[config.mk]
export PLATFORM = sky130hd
export DESIGN_NAME = hs32_bus_arb
export DESIGN_NICKNAME = d
export VERILOG_FILES = /design/src/rtl/hs32_bus_arb.sv
export SDC_FILE = /design/constraint.sdc
export NUM_CORES = 1
export LEC_CHECK = 0
export CORE_AREA = 2 2 154 156
export DETAILED_ROUTE_END_ITERATION = 12
export DIE_AREA = 0 0 156 158
export GPL_ROUTABILITY_DRIVEN = 0
export GPL_TIMING_DRIVEN = 0
export PLACE_DENSITY_LB_ADDON = 0.2
export SLEW_MARGIN = 20
export SYNTH_ARGS = -nofsm -noshare
export SYNTH_HDL_FRONTEND = slang
export SYNTH_SLANG_ARGS = --single-unit
[constraint.sdc]
create_clock -name clk -period 1.85 [get_ports clk]
set_input_delay 0.37 -clock clk [delete_from_list [all_inputs] [get_ports clk]]
set_output_delay 0.37 -clock clk [all_outputs]
set_load 0.03 [all_outputs]
[src/rtl/hs32_bus_arb.sv]
// Three-channel arbiter for a single 32-bit handshake bus: fixed priority ch0>ch1>ch2
// with starvation promotion for ch1/ch2 and a per-transaction ready timeout.
module hs32_bus_arb #(
    parameter int unsigned STARVE_LIMIT = 4,
    parameter int unsigned TIMEOUT      = 255
) (
    input  logic        clk,
    input  logic        reset,
    output logic [31:0] addr,
    output logic        rw,
    input  logic [31:0] din,
    output logic [31:0] dout,
    output logic        valid,
    input  logic        ready,
    input  logic [31:0] addr0,
    input  logic [31:0] addr1,
    input  logic [31:0] addr2,
    input  logic [31:0] dtw0,
    input  logic [31:0] dtw1,
    input  logic [31:0] dtw2,
    input  logic        rw0,
    input  logic        rw1,
    input  logic        rw2,
    input  logic        req0,
    input  logic        req1,
    input  logic        req2,
    output logic        rdy0,
    output logic        rdy1,
    output logic        rdy2,
    output logic [31:0] dtr0,
    output logic [31:0] dtr1,
    output logic [31:0] dtr2,
    output logic        err
);
    typedef enum logic {IDLE, BUSY} state_t;

    localparam logic [3:0] LIMIT    = 4'(STARVE_LIMIT);
    localparam logic [7:0] TMO_LAST = 8'(TIMEOUT - 1);

    state_t      state_q, state_d;
    logic [1:0]  gnt_q, gnt_d;
    logic [31:0] addr_q, addr_d;
    logic [31:0] dout_q, dout_d;
    logic        rw_q, rw_d;
    logic [7:0]  tmo_q, tmo_d;
    logic [2:0]  rdy_q, rdy_d;
    logic        err_q, err_d;
    logic [31:0] dtr_q [3];
    logic [31:0] dtr_d [3];
    logic [3:0]  wait_q [1:2];

    logic [31:0] ch_addr [3];
    logic [31:0] ch_dtw  [3];
    logic [2:0]  ch_rw;
    logic [2:0]  ch_req;
    logic [1:0]  sel;
    logic        grant_evt;

    assign ch_addr = '{addr0, addr1, addr2};
    assign ch_dtw  = '{dtw0, dtw1, dtw2};
    assign ch_rw   = {rw2, rw1, rw0};
    assign ch_req  = {req2, req1, req0};

    assign grant_evt = (state_q == IDLE) && (|ch_req);

    // A starved channel outranks ch0; ch1 wins when both are starved.
    always_comb begin
        sel = 2'd2;
        if (req1 && wait_q[1] == LIMIT)      sel = 2'd1;
        else if (req2 && wait_q[2] == LIMIT) sel = 2'd2;
        else if (req0)                       sel = 2'd0;
        else if (req1)                       sel = 2'd1;
    end

    generate
        for (genvar gi = 1; gi <= 2; gi++) begin : g_wait
            always_ff @(posedge clk) begin
                if (reset || !ch_req[gi]) begin
                    wait_q[gi] <= '0;
                end else if (grant_evt) begin
                    if (sel == 2'(gi))           wait_q[gi] <= '0;
                    else if (wait_q[gi] != LIMIT) wait_q[gi] <= wait_q[gi] + 4'd1;
                end
            end
        end
    endgenerate

    always_comb begin
        state_d = state_q;
        gnt_d   = gnt_q;
        addr_d  = addr_q;
        dout_d  = dout_q;
        rw_d    = rw_q;
        tmo_d   = tmo_q;
        rdy_d   = '0;
        err_d   = 1'b0;
        for (int i = 0; i < 3; i++) dtr_d[i] = dtr_q[i];

        case (state_q)
            IDLE: begin
                if (|ch_req) begin
                    state_d = BUSY;
                    gnt_d   = sel;
                    addr_d  = ch_addr[sel];
                    dout_d  = ch_dtw[sel];
                    rw_d    = ch_rw[sel];
                    tmo_d   = '0;
                end
            end
            BUSY: begin
                // ready takes precedence over a timeout expiring on the same edge
                if (ready || tmo_q == TMO_LAST) begin
                    state_d = IDLE;
                    err_d   = !ready;
                    for (int i = 0; i < 3; i++) begin
                        if (gnt_q == 2'(i)) begin
                            rdy_d[i] = 1'b1;
                            if (!rw_q) dtr_d[i] = ready ? din : 32'd0;
                        end
                    end
                end else begin
                    tmo_d = tmo_q + 8'd1;
                end
            end
            default: state_d = IDLE;
        endcase
    end

    always_ff @(posedge clk) begin
        if (reset) begin
            state_q <= IDLE;
            gnt_q   <= '0;
            addr_q  <= '0;
            dout_q  <= '0;
            rw_q    <= 1'b0;
            tmo_q   <= '0;
            rdy_q   <= '0;
            err_q   <= 1'b0;
            for (int i = 0; i < 3; i++) dtr_q[i] <= '0;
        end else begin
            state_q <= state_d;
            gnt_q   <= gnt_d;
            addr_q  <= addr_d;
            dout_q  <= dout_d;
            rw_q    <= rw_d;
            tmo_q   <= tmo_d;
            rdy_q   <= rdy_d;
            err_q   <= err_d;
            for (int i = 0; i < 3; i++) dtr_q[i] <= dtr_d[i];
        end
    end

    assign valid = (state_q == BUSY);
    assign addr  = addr_q;
    assign dout  = dout_q;
    assign rw    = rw_q;
    assign err   = err_q;
    assign rdy0  = rdy_q[0];
    assign rdy1  = rdy_q[1];
    assign rdy2  = rdy_q[2];
    assign dtr0  = dtr_q[0];
    assign dtr1  = dtr_q[1];
    assign dtr2  = dtr_q[2];
endmodule

==> qor.yml, run 1 <==
setup_path:
  crit_path_top_delay_cell: "clkbuf_1"
  worstPathArrival_ns: 2.37
  startpoint_type: "primary input"
  cp_cell_sequence: "clkbuf_1, clkbuf_1, clkbuf_1, nand3_2, a21oi_2, a221o_1"
  endpoint_kind: "register"
  timing.critical_path.buf_inv: 3
  reg2reg_from: "wait_q[2][1]$_SDFFCE_PN0P_"
  crit_type: "in2reg"
  crit_top_cell: "clkbuf_1"
  slowest_delay_ns: 0.62
  critPathRequiredTime_ns: 2.24
  crit_family: "buffers and inverters"
  crit_start: "req0"
  crit_path_max_fanout: 10
timing:
  fmax_ghz: 0.505
  period_share_pct: 107
  setup_ws_ns: -0.130
  worst_slew_pin_slew_ns: 0.755
  finalMaxSlewViolations: 0
  finalCriticalPeriod_ns: 1.98
  finClkSkew_ns: 0.0193
  finalHoldViolCount: 0
  setup_viol: 50
  rsz0062_at_grt: "true"
  slew_headroom_pct: 49.7
  fin_setup_tns_ns: -2.70
synth:
  synthFlopType: "dfxtp_1"
  syn_area_per_cell_um2: 9.26
  ys_ff_latch: 184
  synthCells: 858
  synth_cell_types: 48
  yosysWarnings: 0
  synthesis.area_um2: 7940
  synth-edff-count: 8
  seq_area_frac_synth_pct: 47.4
  async_flop_share_pct: 0
  syn_nets: 1097
clock_tree:
  root_buffer: "clkbuf_16"
  cts_tree: "built"
  cts.sinks: 184
  numCtsBuffers: 17
  ctsLongestPathBuffers: 2
  htreeDepth: 4
  clk_latency_ns: 0.44
  clkTransAtPathRegs_ns: 0.08
pwr:
  p_int_w: 0.00717
  max-vdd-ir-drop_mv: 0.544
  p_sw_share_pct: 30.4
  p_leak_nw: 7.69
  seqPwrFrac_pct: 41.6
  comb_power_share_pct: 21.8
  p_per_area_nw_per_um2: 729
  p_sw_w: 0.00314
  clkPwrFrac_pct: 36.6
cells_and_area:
  post-route-cell-area_um2: 14100
  drive_gt1_share_pct: 16.0
  mostFrequentLayoutCells: "clkdlybuf4s50_1, dfxtp_1, nand2_1"
  instances_no_fill: 1612
  area_growth_pct: 77.9
  final_common_cell: "clkdlybuf4s50_1"
  fin_nets: 1541
  final_util_pct: 61.3
status:
  violations: "negative setup slack"
  status: "finished, violations left"
detailed_routing:
  ant_nets: 0
  drt_iter0_markers: 468
  routed_wl_um: 33800
  avgViaCountPerCell: 5.29
  wl_per_cell_um: 21.0
  drt_pre_antenna_iters: 4
  drcViolationCount: 0
  vias: 8532
global_routing:
  grt_first_pass_wirelength_um: 47300
  antenna_found_initial: 6
  gr-total-overflow: 0
  grt_util_all_layers_pct: 25.1
  grt_max_degree: 21
  grt_pass1_vias: 8096
floorplanning:
  io_pins: 399
  fp.dieW_um: 156
  rows: 56
  initial_core_util_pct: 34.4
  die_area_um2: 24600
  core_um2: 23100
  die_h_um: 158
placement:
  placedInstanceArea_um2: 12300
  portBuffers: 395
  dp_hpwl_um: 23900
  dp.cells: 1543
  pre_cts_slack_ns: -0.719
run:
  max-cap-violations: 0
hold_path:
  worstHoldStart: "ready"
  hp-class: "in2reg"
[final cells by class]
type                       instances  area [µm²]
fill                            1978        8920
sequential                       184        3770
clock inverter                    14         173
inverter                          11        41.3
buffer                            78         676
clock buffer                      18         439
timing repair buffer             427        4540
antenna                            7        17.5
multi-input combinational        583        4110
tap                              290         363
[layer usage]
layer	global-route usage (%)	vias up	wire (µm)
li1	-	4043	-
met1	29.0	4077	13000
met2	43.3	356	16800
met3	8.40	56	2950
met4	9.57	0	1010
met5	0	-	0
[synthesized netlist by cell type (7+ instances only)]
master	n	area share (%)
a21oi_1	68	4.3
dfxtp_1	176	44
buf_2	25	1.6
buf_6	7	0.99
mux2i_1	97	12
o21ai_0	69	4.3
inv_1	10	0.47
nor2_1	20	0.95
clkbuf_1	44	2.1
a221o_1	65	8.2
edfxtp_1	8	3.0
nand2_1	108	5.1
nand3_1	105	6.6
[logic make-up after synthesis]
family	Yosys count	synth area share, %
AO/OA/AOI/OAI	214	18.2
XOR/XNOR	4	0.441
adder cells (fa/ha/maj)	6	0.945
buffers and inverters	91	5.47
flip-flops	184	47.4
multiplexers	98	12.4
AND/OR/NAND/NOR	261	15.2
[worst register-to-register path: cells and delay by family, from the launching register on]
kind / cells / cell delay [ns]
AND/OR/NAND/NOR: 2 / 0.30
buffers and inverters: 4 / 0.60
AO/OA/AOI/OAI: 2 / 0.34
adder cells (fa/ha/maj): 1 / 0.18
flip-flops: 1 / 0.41
[path summary, 6_finish.rpt]
check                             endpoint  slack (ns)  depth (start not counted)
setup / recovery     dout[26]$_SDFFE_PP0P_       -0.13                          6
hold / removal    dtr_q[0][0]$_SDFFE_PP0P_        0.37                          3
setup reg to reg      addr[9]$_SDFFE_PP0P_       -0.08                          9
hold reg to reg   dtr_q[0][0]$_SDFFE_PP0P_        0.46                          2
[metrics by stage]
step	power (W)	hold WS (ns)
after global routing	0.0107	0.382
after detailed placement	0.00642	0.452
final	0.0103	0.369
after CTS	0.0102	0.353
after floorplan	0.00533	0.443
after global placement	0.00641	0.444
[power by group through the flow]
| stage | sequential (W) | combinational [W] | clock [W] |
|---|---|---|---|
| after floorplan | 0.00473 | 0.000601 | 0 |
| after global placement | 0.00439 | 0.00202 | 0 |
| after detailed placement | 0.00439 | 0.00203 | 0 |
| after CTS | 0.00429 | 0.00203 | 0.00383 |
| after global routing | 0.00431 | 0.00236 | 0.00399 |
| final | 0.00429 | 0.00224 | 0.00377 |
[what timing repair did]
| item | in CTS | in global routing |
|---|---|---|
| hold buffers | 0 | 0 |
| setup endpoints to repair | 232 | 268 |
| setup buffers | 7 | 16 |
| gates cloned | 0 | 9 |
| resized for setup | 143 | 271 |
| pin swaps | 1 | 46 |
[registers in the layout, summed over array words and instances (netlist names)]
| name | cells |
|---|---|
| err | 1 |
| wait_q | 8 |
| valid | 1 |
| dtr_q | 96 |
| dout | 32 |
| gnt_q | 2 |
| tmo_q | 8 |
| rdy_q | 3 |
| rw | 1 |
| addr | 32 |
Power figures use the tool's default switching activity.
==> run 2: changes to the inputs <==
Settings changed: CAP_MARGIN from default to 20, SETUP_SLACK_MARGIN from default to 0.02.
==> qor.yml, run 2 (synthesis results as in run 1) <==
detailed_routing:
  drcViolationCount: 0  # unchanged
  routed_wl_um: 33600  # -0.64%
  wl_per_cell_um: 20.9  # -0.39%
  avgViaCountPerCell: 5.27  # -0.34%
  drt_iter0_markers: 558  # +19%
  vias: 8482  # -0.59%
  drt_pre_antenna_iters: 6  # +2
  ant_nets: 0  # unchanged
global_routing:
  grt_max_degree: 21  # unchanged
  grt_util_all_layers_pct: 25.1  # -0.059 points
  antenna_found_initial: 6  # unchanged
  grt_first_pass_wirelength_um: 47200  # -0.26%
  grt_pass1_vias: 8074  # -0.27%
  gr-total-overflow: 0  # unchanged
setup_path:
  cp_cell_sequence: "clkbuf_1, clkbuf_1, clkbuf_1, nand3_2, a21oi_2, a221o_1"
  timing.critical_path.buf_inv: 3  # unchanged
  startpoint_type: "primary input"
  crit_type: "in2reg"
  slowest_delay_ns: 0.61  # about the same
  worstPathArrival_ns: 2.48  # +0.11 ns
  endpoint_kind: "register"
  crit_path_top_delay_cell: "clkbuf_1"
  crit_path_max_fanout: 10  # unchanged
  crit_top_cell: "clkbuf_1"
  crit_family: "buffers and inverters"
  critPathRequiredTime_ns: 2.22  # -0.02 ns
timing:
  finalHoldViolCount: 0  # unchanged
  finClkSkew_ns: 0.0194  # +0.0000878 ns
  slew_headroom_pct: 51.3  # +1.7 points
  finalCriticalPeriod_ns: 2.10  # +0.123 ns
  setup_ws_ns: -0.253  # -0.123 ns
  period_share_pct: 114  # +6.7 points
  rsz0062_at_grt: "true"
  holdWs_ns: 0.372  # +0.00287 ns
  worst_slew_pin_slew_ns: 0.730  # -0.0248 ns
  finalMaxSlewViolations: 0  # unchanged
  fin_setup_tns_ns: -2.06  # +0.635 ns
  setup_viol: 45  # -10%
  fmax_ghz: 0.475  # -5.9%
cells_and_area:
  post-route-cell-area_um2: 13800  # -2.6%
  fillCellCount: 2029  # +2.6%
  fin_nets: 1537  # -0.26%
  final_common_cell: "clkdlybuf4s50_1"
  largest_reg_flops: 96  # unchanged
  area_growth_pct: 73.3
  seq_area_um2: 3770  # unchanged
  multi_input_area_um2: 4140  # +0.61%
  drive_gt1_share_pct: 16.3  # +0.28 points
  largest-register: "dtr_q"
  mostFrequentLayoutCells: "clkdlybuf4s50_1, dfxtp_1, dlygate4sd2_1"
placement:
  dp_hpwl_um: 23900  # unchanged
  placedInstanceArea_um2: 12300  # unchanged
  portBuffers: 395  # unchanged
run:
  max-cap-violations: 0  # unchanged
clock_tree:
  ctsHoldBuffers: 0  # unchanged
  ctsLongestPathBuffers: 2  # unchanged
  clk_latency_ns: 0.44  # about the same
  numCtsBuffers: 17  # unchanged
  htreeDepth: 4  # unchanged
  cts.sinks: 184  # unchanged
  root_buffer: "clkbuf_16"
  clkTransAtPathRegs_ns: 0.07  # about the same
  cts_tree: "built"
floorplanning:
  fp.dieW_um: 156  # unchanged
  rows: 56  # unchanged
  die_h_um: 158  # unchanged
  die_area_um2: 24600  # unchanged
  io_pins: 399  # unchanged
  core_um2: 23100  # unchanged
  initial_core_util_pct: 34.4  # unchanged
status:
  status: "finished, violations left"
  violations: "negative setup slack"
pwr:
  p_leak_nw: 6.62  # -14%
  p_per_area_nw_per_um2: 742  # +1.7%
  max-vdd-ir-drop_mv: 0.547  # +0.68%
hold_path:
  hp-class: "in2reg"
run 2: cell types whose count changed in the layout (fill, tap and decap cells not counted), sizes merged:
cell | previous run | this run
clkbuf | 64 | 61
clkdlybuf4s50 | 233 | 230
dlygate4sd2 | 64 | 146
dlymetal6s2s | 98 | 19
buf | 64 | 63
run 2: area by class of cell:
class                      count  area share (%)
sequential                   184            27.4
clock inverter                14            1.25
multi-input combinational    583            30.1
clock buffer                  18            3.19
inverter                      11           0.300
tap                          290            2.64
buffer                        78            4.95
timing repair buffer         423            30.1
antenna                        7           0.127
run 2: worst paths after layout:
kind                               from                       end  slack (ns)  depth (start not counted)
min                               ready  dtr_q[0][0]$_SDFFE_PP0P_        0.37                          3
max                                req0     dout[18]$_SDFFE_PP0P_       -0.25                          6
max reg2reg  wait_q[2][1]$_SDFFCE_PN0P_     dout[18]$_SDFFE_PP0P_       -0.11                          8
min reg2reg    dtr_q[0][0]$_SDFFE_PP0P_  dtr_q[0][0]$_SDFFE_PP0P_        0.46                          2
run 2: per-stage QoR:
step                power [W]  instances  setup WS [ns]  util [%]
CTS                    0.0101       1581        -0.0899      56.0
floorplan             0.00533        858         0.0623         -
detailed placement    0.00642       1543         -0.719      53.2
global placement      0.00641       1543         -0.665      53.2
finish                 0.0102       1608         -0.253      59.7
global route           0.0106       1608         -0.267      59.7
run 2: worst min-delay path, stage by stage:
cell and delay (ns):
buf_2 0.17, nand3_1 0.14, mux2i_1 0.08
run 2: what timing repair did:
item                                    in CTS  in global routing
resized for setup                          219                211
buffers inserted                             8                 13
endpoints found under the setup margin     316                192
pin swaps                                    1                 50
gates cloned                                 0                  7
endpoints found under the hold margin        0                  0
run 2: per-layer routing:
layer  up-vias  wire (µm)  track usage, %
li1       4037          -               -
met5         -          0               0
met2       350      16600            43.4
met1      4038      13000            28.7
met4         0        990            9.35
met3        57       2980            8.51
run 2: report_power, final:
| group | total, W | switching (W) | internal, W |
|---|---|---|---|
| Clock | 0.00377 | 0.00189 | 0.00188 |
| Combinational | 0.00215 | 0.00112 | 0.00103 |
| Sequential | 0.00429 | 0.000112 | 0.00418 |
